$ cat src/rtl/uart_tx.sv
// +--------------------------------------------------------------------------+
// | uart_tx : 8-bit UART transmitter, LSB first, 1 or 2 stop bits.           |
// | Optional parity bit when UART_TX_PARITY_EN is defined.                   |
// | Rev 1.0 : initial release                                                |
// +--------------------------------------------------------------------------+
`default_nettype none

module uart_tx #(
  parameter int fclk       = 50_000_000,
  parameter int baud       = 115_200,
  parameter int STOP_BITS  = 1,
  parameter bit PARITY_ODD = 1'b0
) (
  input  logic       clk50m,
  input  logic       rst_n,
  input  logic [7:0] tx_data,
  input  logic       tx_start,
  output logic       tx_ready,
  output logic       tx_done,
  output logic       tx
);

  localparam int c_bit_clks = fclk / baud;
  localparam int c_cnt_w    = (c_bit_clks > 1) ? $clog2(c_bit_clks) : 1;
  localparam logic [c_cnt_w-1:0] c_reload = c_cnt_w'(c_bit_clks - 1);
  localparam logic [c_cnt_w-1:0] c_one    = c_cnt_w'(1);
  localparam bit c_two_stop = (STOP_BITS == 2);

  typedef enum logic [2:0] {
    ST_IDLE   = 3'd0,
    ST_START  = 3'd1,
    ST_DATA   = 3'd2,
    ST_STOP   = 3'd3
`ifdef UART_TX_PARITY_EN
    , ST_PARITY = 3'd4
`endif
  } state_t;

  state_t             r_state, w_state_n;
  logic [c_cnt_w-1:0] r_width, w_width_n;
  logic [2:0]         r_bit_cnt, w_bit_cnt_n;
  logic [7:0]         r_shift, w_shift_n;
  logic               r_tx, w_tx_n;
  logic               r_done, w_done_n;
  logic               r_ready;
  logic               w_zero;

`ifdef UART_TX_PARITY_EN
  logic r_parity, w_parity_n;
`else
  logic w_unused_parity_odd;
  assign w_unused_parity_odd = PARITY_ODD;
`endif

  assign w_zero = (r_width == '0);

  always_comb begin
    w_state_n   = r_state;
    w_width_n   = r_width;
    w_bit_cnt_n = r_bit_cnt;
    w_shift_n   = r_shift;
    w_tx_n      = r_tx;
    w_done_n    = 1'b0;
`ifdef UART_TX_PARITY_EN
    w_parity_n  = r_parity;
`endif
    case (r_state)
      ST_IDLE: begin
        w_tx_n = 1'b1;
        if (tx_start) begin
          w_shift_n = tx_data;
`ifdef UART_TX_PARITY_EN
          w_parity_n = (^tx_data) ^ PARITY_ODD;
`endif
          w_width_n = c_reload;
          w_state_n = ST_START;
          w_tx_n    = 1'b0;
        end
      end
      ST_START: begin
        if (w_zero) begin
          w_width_n   = c_reload;
          w_bit_cnt_n = 3'd0;
          w_state_n   = ST_DATA;
          w_tx_n      = r_shift[0];
        end else begin
          w_width_n = r_width - c_one;
        end
      end
      ST_DATA: begin
        if (w_zero) begin
          w_shift_n   = {1'b0, r_shift[7:1]};
          w_width_n   = c_reload;
          w_bit_cnt_n = r_bit_cnt + 3'd1;
          if (r_bit_cnt == 3'd7) begin
`ifdef UART_TX_PARITY_EN
            w_state_n = ST_PARITY;
            w_tx_n    = r_parity;
`else
            w_state_n = ST_STOP;
            w_tx_n    = 1'b1;
`endif
          end else begin
            w_tx_n = r_shift[1];
          end
        end else begin
          w_width_n = r_width - c_one;
        end
      end
`ifdef UART_TX_PARITY_EN
      ST_PARITY: begin
        if (w_zero) begin
          w_width_n = c_reload;
          w_state_n = ST_STOP;
          w_tx_n    = 1'b1;
        end else begin
          w_width_n = r_width - c_one;
        end
      end
`endif
      ST_STOP: begin
        // The final stop cycle is spent in IDLE (tx high, ready, done), so a
        // start accepted there follows the stop bit with no idle gap.
        if (c_two_stop && (r_bit_cnt == 3'd0) && w_zero) begin
          w_width_n   = c_reload;
          w_bit_cnt_n = 3'd1;
        end else if ((!c_two_stop || (r_bit_cnt == 3'd1)) && (r_width == c_one)) begin
          w_width_n   = '0;
          w_bit_cnt_n = 3'd0;
          w_state_n   = ST_IDLE;
          w_done_n    = 1'b1;
          w_tx_n      = 1'b1;
        end else begin
          w_width_n = r_width - c_one;
        end
      end
      default: begin
        w_state_n = ST_IDLE;
        w_tx_n    = 1'b1;
      end
    endcase
  end

  always_ff @(posedge clk50m or negedge rst_n) begin
    if (!rst_n) begin
      r_state   <= ST_IDLE;
      r_width   <= '0;
      r_bit_cnt <= 3'd0;
      r_shift   <= 8'd0;
      r_tx      <= 1'b1;
      r_done    <= 1'b0;
      r_ready   <= 1'b1;
`ifdef UART_TX_PARITY_EN
      r_parity  <= 1'b0;
`endif
    end else begin
      r_state   <= w_state_n;
      r_width   <= w_width_n;
      r_bit_cnt <= w_bit_cnt_n;
      r_shift   <= w_shift_n;
      r_tx      <= w_tx_n;
      r_done    <= w_done_n;
      r_ready   <= (w_state_n == ST_IDLE);
`ifdef UART_TX_PARITY_EN
      r_parity  <= w_parity_n;
`endif
    end
  end

  assign tx       = r_tx;
  assign tx_done  = r_done;
  assign tx_ready = r_ready;

endmodule

`default_nettype wire
$ cat config.mk
export PLATFORM = sky130hd
export DESIGN_NAME = uart_tx
export DESIGN_NICKNAME = d
export VERILOG_FILES = /design/src/rtl/uart_tx.sv
export SDC_FILE = /design/constraint.sdc
export NUM_CORES = 1
export LEC_CHECK = 0
export BUFFER_PORTS_ARGS = -buffer_cell sky130_fd_sc_hd__buf_2
export CORE_AREA = 2 2 56 58
export CTS_CLUSTER_DIAMETER = 60
export DETAILED_ROUTE_END_ITERATION = 10
export DIE_AREA = 0 0 58 60
export PLACE_DENSITY_LB_ADDON = 0.12
export SLEW_MARGIN = 30
export SYNTH_ARGS = -nofsm -noshare
export SYNTH_HDL_FRONTEND = slang
export SYNTH_SLANG_ARGS = --single-unit
$ cat constraint.sdc
create_clock -name clk50m -period 5 [get_ports clk50m]
set_input_delay 1.5 -clock clk50m [delete_from_list [all_inputs] [get_ports clk50m]]
set_output_delay 1.5 -clock clk50m [all_outputs]
set_load 0.01 [all_outputs]
# Yosys cells after proc, flatten, opt, wreduce, memory -nomap -nowiden

Index checks and enable logic that the tools add are counted.

Logic and storage cells: 54
Register bits after elaboration: 26
Memory bits (read-only): 0
Latch bits: 0
Memory bits (writable): 0
Memories: 0

Divide/modulo/power cells: 0
Mux-type cells: 25
$mul: 0
$lt $le $gt $ge: 0
Add/sub/neg operators: 2
Reductions and logical operators: 11
Bitwise gates (word level): 0
Shift-type cells: 0
Eq/ne operators: 9

Operators by type and width:

| operator                                                              | count |
|---|---|
| 9-bit 2-to-1 mux                                                      | 3 |
| 9-bit one-hot mux with 3 select lines                                 | 1 |
| 3-bit 2-to-1 mux                                                      | 8 |
| 8-bit 2-to-1 mux                                                      | 2 |
| 8-bit one-hot mux with 2 select lines                                 | 1 |
| 3-bit one-hot mux with 4 select lines                                 | 1 |
| 9-bit by 1-bit equality test with 1-bit output, second input constant | 1 |
| 9-bit logical NOT                                                     | 1 |
| 3-bit one-hot mux with 3 select lines                                 | 1 |
| 9-bit by 1-bit subtractor with 9-bit output, second input constant    | 1 |
| 2-bit != test, second input constant                                  | 4 |
| 1-bit 2-to-1 mux                                                      | 7 |
| 3-bit by 2-bit equality test with 1-bit output, second input constant | 2 |
| 3-bit logical NOT                                                     | 2 |
| 3-bit AND reduction                                                   | 2 |
| 3-bit nonzero test                                                    | 2 |
| 1-bit one-hot mux with 4 select lines                                 | 1 |
| 4-bit AND reduction                                                   | 1 |
| 3-bit by 1-bit adder with 3-bit output, second input constant         | 1 |
| 3-bit by 1-bit equality test with 1-bit output, second input constant | 1 |
| 3-bit equality test, second input constant                            | 1 |
| 2-bit AND reduction                                                   | 1 |
| 2-bit nonzero test                                                    | 1 |
| 2-bit OR reduction                                                    | 1 |

# Logic depth before layout (Yosys ltp)

Depth in word-level cells: 5
Gate-level depth with buffers: 9
Mapped depth without buffers: 7

# Worst setup path before layout

OpenSTA, ideal clock, no wires.

Kind: input to register
Start: in tx_start
End: reg r_shift[5]
Arrival: 2.390 ns
Stages: 6
Slack: 2.491 ns
Path buffers: 1
Path through: nor3_1 nor2_1 nand3_2 buf_4 nand2_1 o21ai_2

Cells in the longest elaborated chain, start to end: 2

Ends and longest elaborated chain:

| item                                 | line | text |
|---|---|---|
| from (decl)                          | 17   | `input logic tx_start,` |
| 2-bit != test (no source line)       | -    |  |
| 3-bit AND reduction (no source line) | -    |  |
| to (signal assigned)                 | 160  | `r_shift <= w_shift_n;` |
| to (decl)                            | 42   | `logic [7:0] r_shift, w_shift_n;` |

Every way passes these cells.
A chain may end at the register's enable or synchronous reset.

# Final worst setup path

Start: in tx_start
End: reg r_shift[0]

Same word-level chain as after synthesis.

==> results by group <==
GRT
  – Global-route wire length before repair: 4.933 mm
  – Grt total ovfl: 0
  – Total track usage: 18.46%
  – Grt met2 use: 30.84%
  – GR Layer Usage met3: 1.948%
  – Initial antenna violation count: 0
  – Vias in the first global route: 1,115
  – Pin count of the biggest net entering global routing: 27
  – Most Crowded Layer GR: met2
  – Met1 Track Usage GR: 24.73%

Worst setup path
  – Critical path startpoint category: input pin
  – Worst Setup End Kind: flip-flop
  – WP data arrival: 2.88 ns
  – Setup Crit Path Kind: input pin to flip-flop
  – Crit. path cell count: 6
  – CP peak stage delay: 0.55 ns
  – FF-to-FF path depth: 7
  – Critical Path RT: 5.22 ns
  – CP delay by family, top: simple AND/OR/NAND/NOR gates
  – Crit path buf inv count: 1
  – Crit path max-delay cell type: nor2_1
  – Worst path cell trace: buf_2, nor3_1, nor2_1, nand3_2, nand2_1, o21ai_1
  – Critical path fanouts, max: 16

Yosys
  – Post-synthesis cell area: 1511 µm²
  – Top cells by area, synth: dfrtp_1, mux2i_1, o21ai_1, nand2_1, dfstp_2
  – Unique masters post-synth: 50
  – Area leader, netlist: dfrtp_1
  – Cells after Synth: 155
  – Share of the synthesized area in the top cell type: 39.74%
  – Most frequent cell after synthesis: dfrtp_1
  – Ys async rst share: 100.0%
  – Main synth FF type: dfrtp_1
  – Post-synth top cells: dfrtp_1, nand2_1, o21ai_1
  – Avg Cell Area, Syn: 9.751 µm²
  – Synthesized flop and latch total: 26
  – Part of the Yosys area used for sequential elements: 43.21%
  – Ys Warns: 0
  – Syn_nets: 170
  – Number of synthesized flops with an enable pin: 0

Die
  – DIE AREA: 3480 µm²
  – Core area: 2903 µm²
  – Die width: 58 µm
  – Die Span Y: 60 µm
  – Rows: 20
  – Initial Util: 52.07%
  – IO Pins: 14

Place
  – Placed cells: 192
  – Routability cong.: 0.8535
  – Post-DP HPWL: 2.064 mm
  – Port bufs: 13
  – Placed cell areas: 1564 µm²

Timing
  – Final-report max-slew violation count: 0
  – Crit share post-route: 53.31%
  – Worst slew pin tran: 0.6834 ns
  – Final Hold Viols: 0
  – RSZ-0062 raised after global routing: false
  – Min Hold Slack: 0.5092 ns
  – Final worst path period need: 2.666 ns
  – Setup Skew: 0.0008772 ns
  – F_max: 0.3752 GHz
  – Final setup fails: 0
  – Setup tns final: 0 ns
  – Relative slew slack: 54.27%

Power and ir drop
  – Static Leak: 0.6597 nW
  – Pwr dens: 298.4 nW/µm²
  – Peak supply drop: 0.1838 mV
  – Pwr Total: 0.4794 mW

Route
  – DRC viols: 0
  – Routed WL per cell: 14.65 µm
  – 1st-iter DRT viols: 36
  – Initial DRT Pass Iterations: 4
  – DRT Wirelength: 2.871 mm
  – Final ANT Viol Nets: 0
  – Routed vias/inst: 5.842
  – Via Count: 1,145

Cells and area
  – Final instance area: 1607 µm²
  – Fin cells: 196
  – Layout area overhead: 6.291%
  – Filler Cells Inserted: 278
  – Sequential cell area: 653.1 µm²
  – Ant diodes: 0
  – Share of layout cells above drive strength 1: 22.09%
  – Multi-input gate area: 788.3 µm²
  – Final #Nets: 179

Clock network
  – Clock sink count: 26
  – H-tree Lvls: 1
  – Clock slew at reported path FFs: 0.14 ns
  – CTS tree: done
  – Root buf cell: clkbuf_4
  – CTS buffer count: 3
  – Clock Tree Buf Depth: 2
  – Hold Buf Count CTS: 0
  – Clk Latency, worst-skew pair: 0.32 ns
  – Post-CTS setup repair buffer count: 0
  – Post-CTS sizing: 0

Min path
  – Hold Path Class: flip-flop to flip-flop
  – WHS Path Cells: 2

Run status
  – Outcome: complete, no violations

Run
  – Number of max-cap violations: 0
## state kept, by name (all words and copies together) (netlist names)
register and count:
r_shift 8, r_bit_cnt 3, tx 1, r_width 9
r_state 3, tx_done 1, tx_ready 1
## cell usage in the layout, fill, tap and decap left out, types with 2 or more instances in the layout
master / synthesis / routed
a21oi_1: 4 / 4
and2_1: 2 / 2
buf_2: 5 / 13
clkbuf_4: 0 / 3
dfrtp_1: 24 / 24
dfstp_2: 2 / 2
ha_1: 4 / 4
inv_1: 6 / 6
mux2i_1: 7 / 7
nand2_1: 17 / 17
nand3_1: 2 / 2
nand4_1: 2 / 2
nor2_1: 8 / 8
nor2b_1: 2 / 2
nor3_1: 4 / 4
nor4_2: 2 / 2
o211ai_1: 2 / 2
o21a_1: 2 / 2
o21ai_0: 8 / 8
o21ai_1: 13 / 13
o21ai_2: 3 / 3
o22ai_1: 2 / 2
o31a_1: 2 / 2
or2_2: 2 / 2
or4_1: 2 / 2
## report_power, final
group	internal, mW	switching, mW
Combinational	0.0440	0.0547
Sequential	0.240	0.0330
Clock	0.0446	0.0627
Total	0.329	0.150
## metrics by stage
step | worst slack (ns) | utilization [%]
after floorplan | 2.491 | -
after CTS | 2.383 | 55.13
after global placement | 2.099 | 53.88
after detailed placement | 2.010 | 53.88
after global routing | 2.194 | 55.34
final | 2.334 | 55.34
## cell type report
class                      instances  area share [%]
sequential                        26           40.65
clock buffer                       4           2.259
tap                               33           2.570
multi-input combinational        114           49.07
inverter                           6           1.402
timing repair buffer              13           4.050
## worst min-delay path, cell delays in order (launching register included)
cell and delay, ns:
dfrtp_1 0.38, nand2_1 0.06, o21ai_2 0.05
## path summary, 6_finish.rpt
kind	startpoint	end	slack (ns)
max in group asynchronous	rst_n	tx_ready	3.47
worst min-delay path	r_shift[6]	r_shift[6]	0.51
worst min register to register	r_shift[6]	r_shift[6]	0.51
worst max register to register	r_width[0]	r_width[0]	2.76
min in group asynchronous	rst_n	r_width[4]	1.15
worst max-delay path	tx_start	r_shift[0]	2.33
## layer usage
layer / part of all wire (%) / wire length [µm]
met1: 50 / 1431
met2: 44 / 1277
met3: 4.1 / 118
met4: 1.5 / 43
met5: 0 / 0
## kinds of logic after synthesis
group / count (synthesis) / share of synthesized area [%]
AOI/OAI and AO/OA: 49 / 23.01
adders and majority gates: 4 / 3.311
buffers and inverters: 15 / 5.380
DFF: 26 / 43.21
muxes: 7 / 4.636
other: 1 / 0.2481
and+or+nand+nor: 53 / 20.20
(Power assumes the default switching activity.)
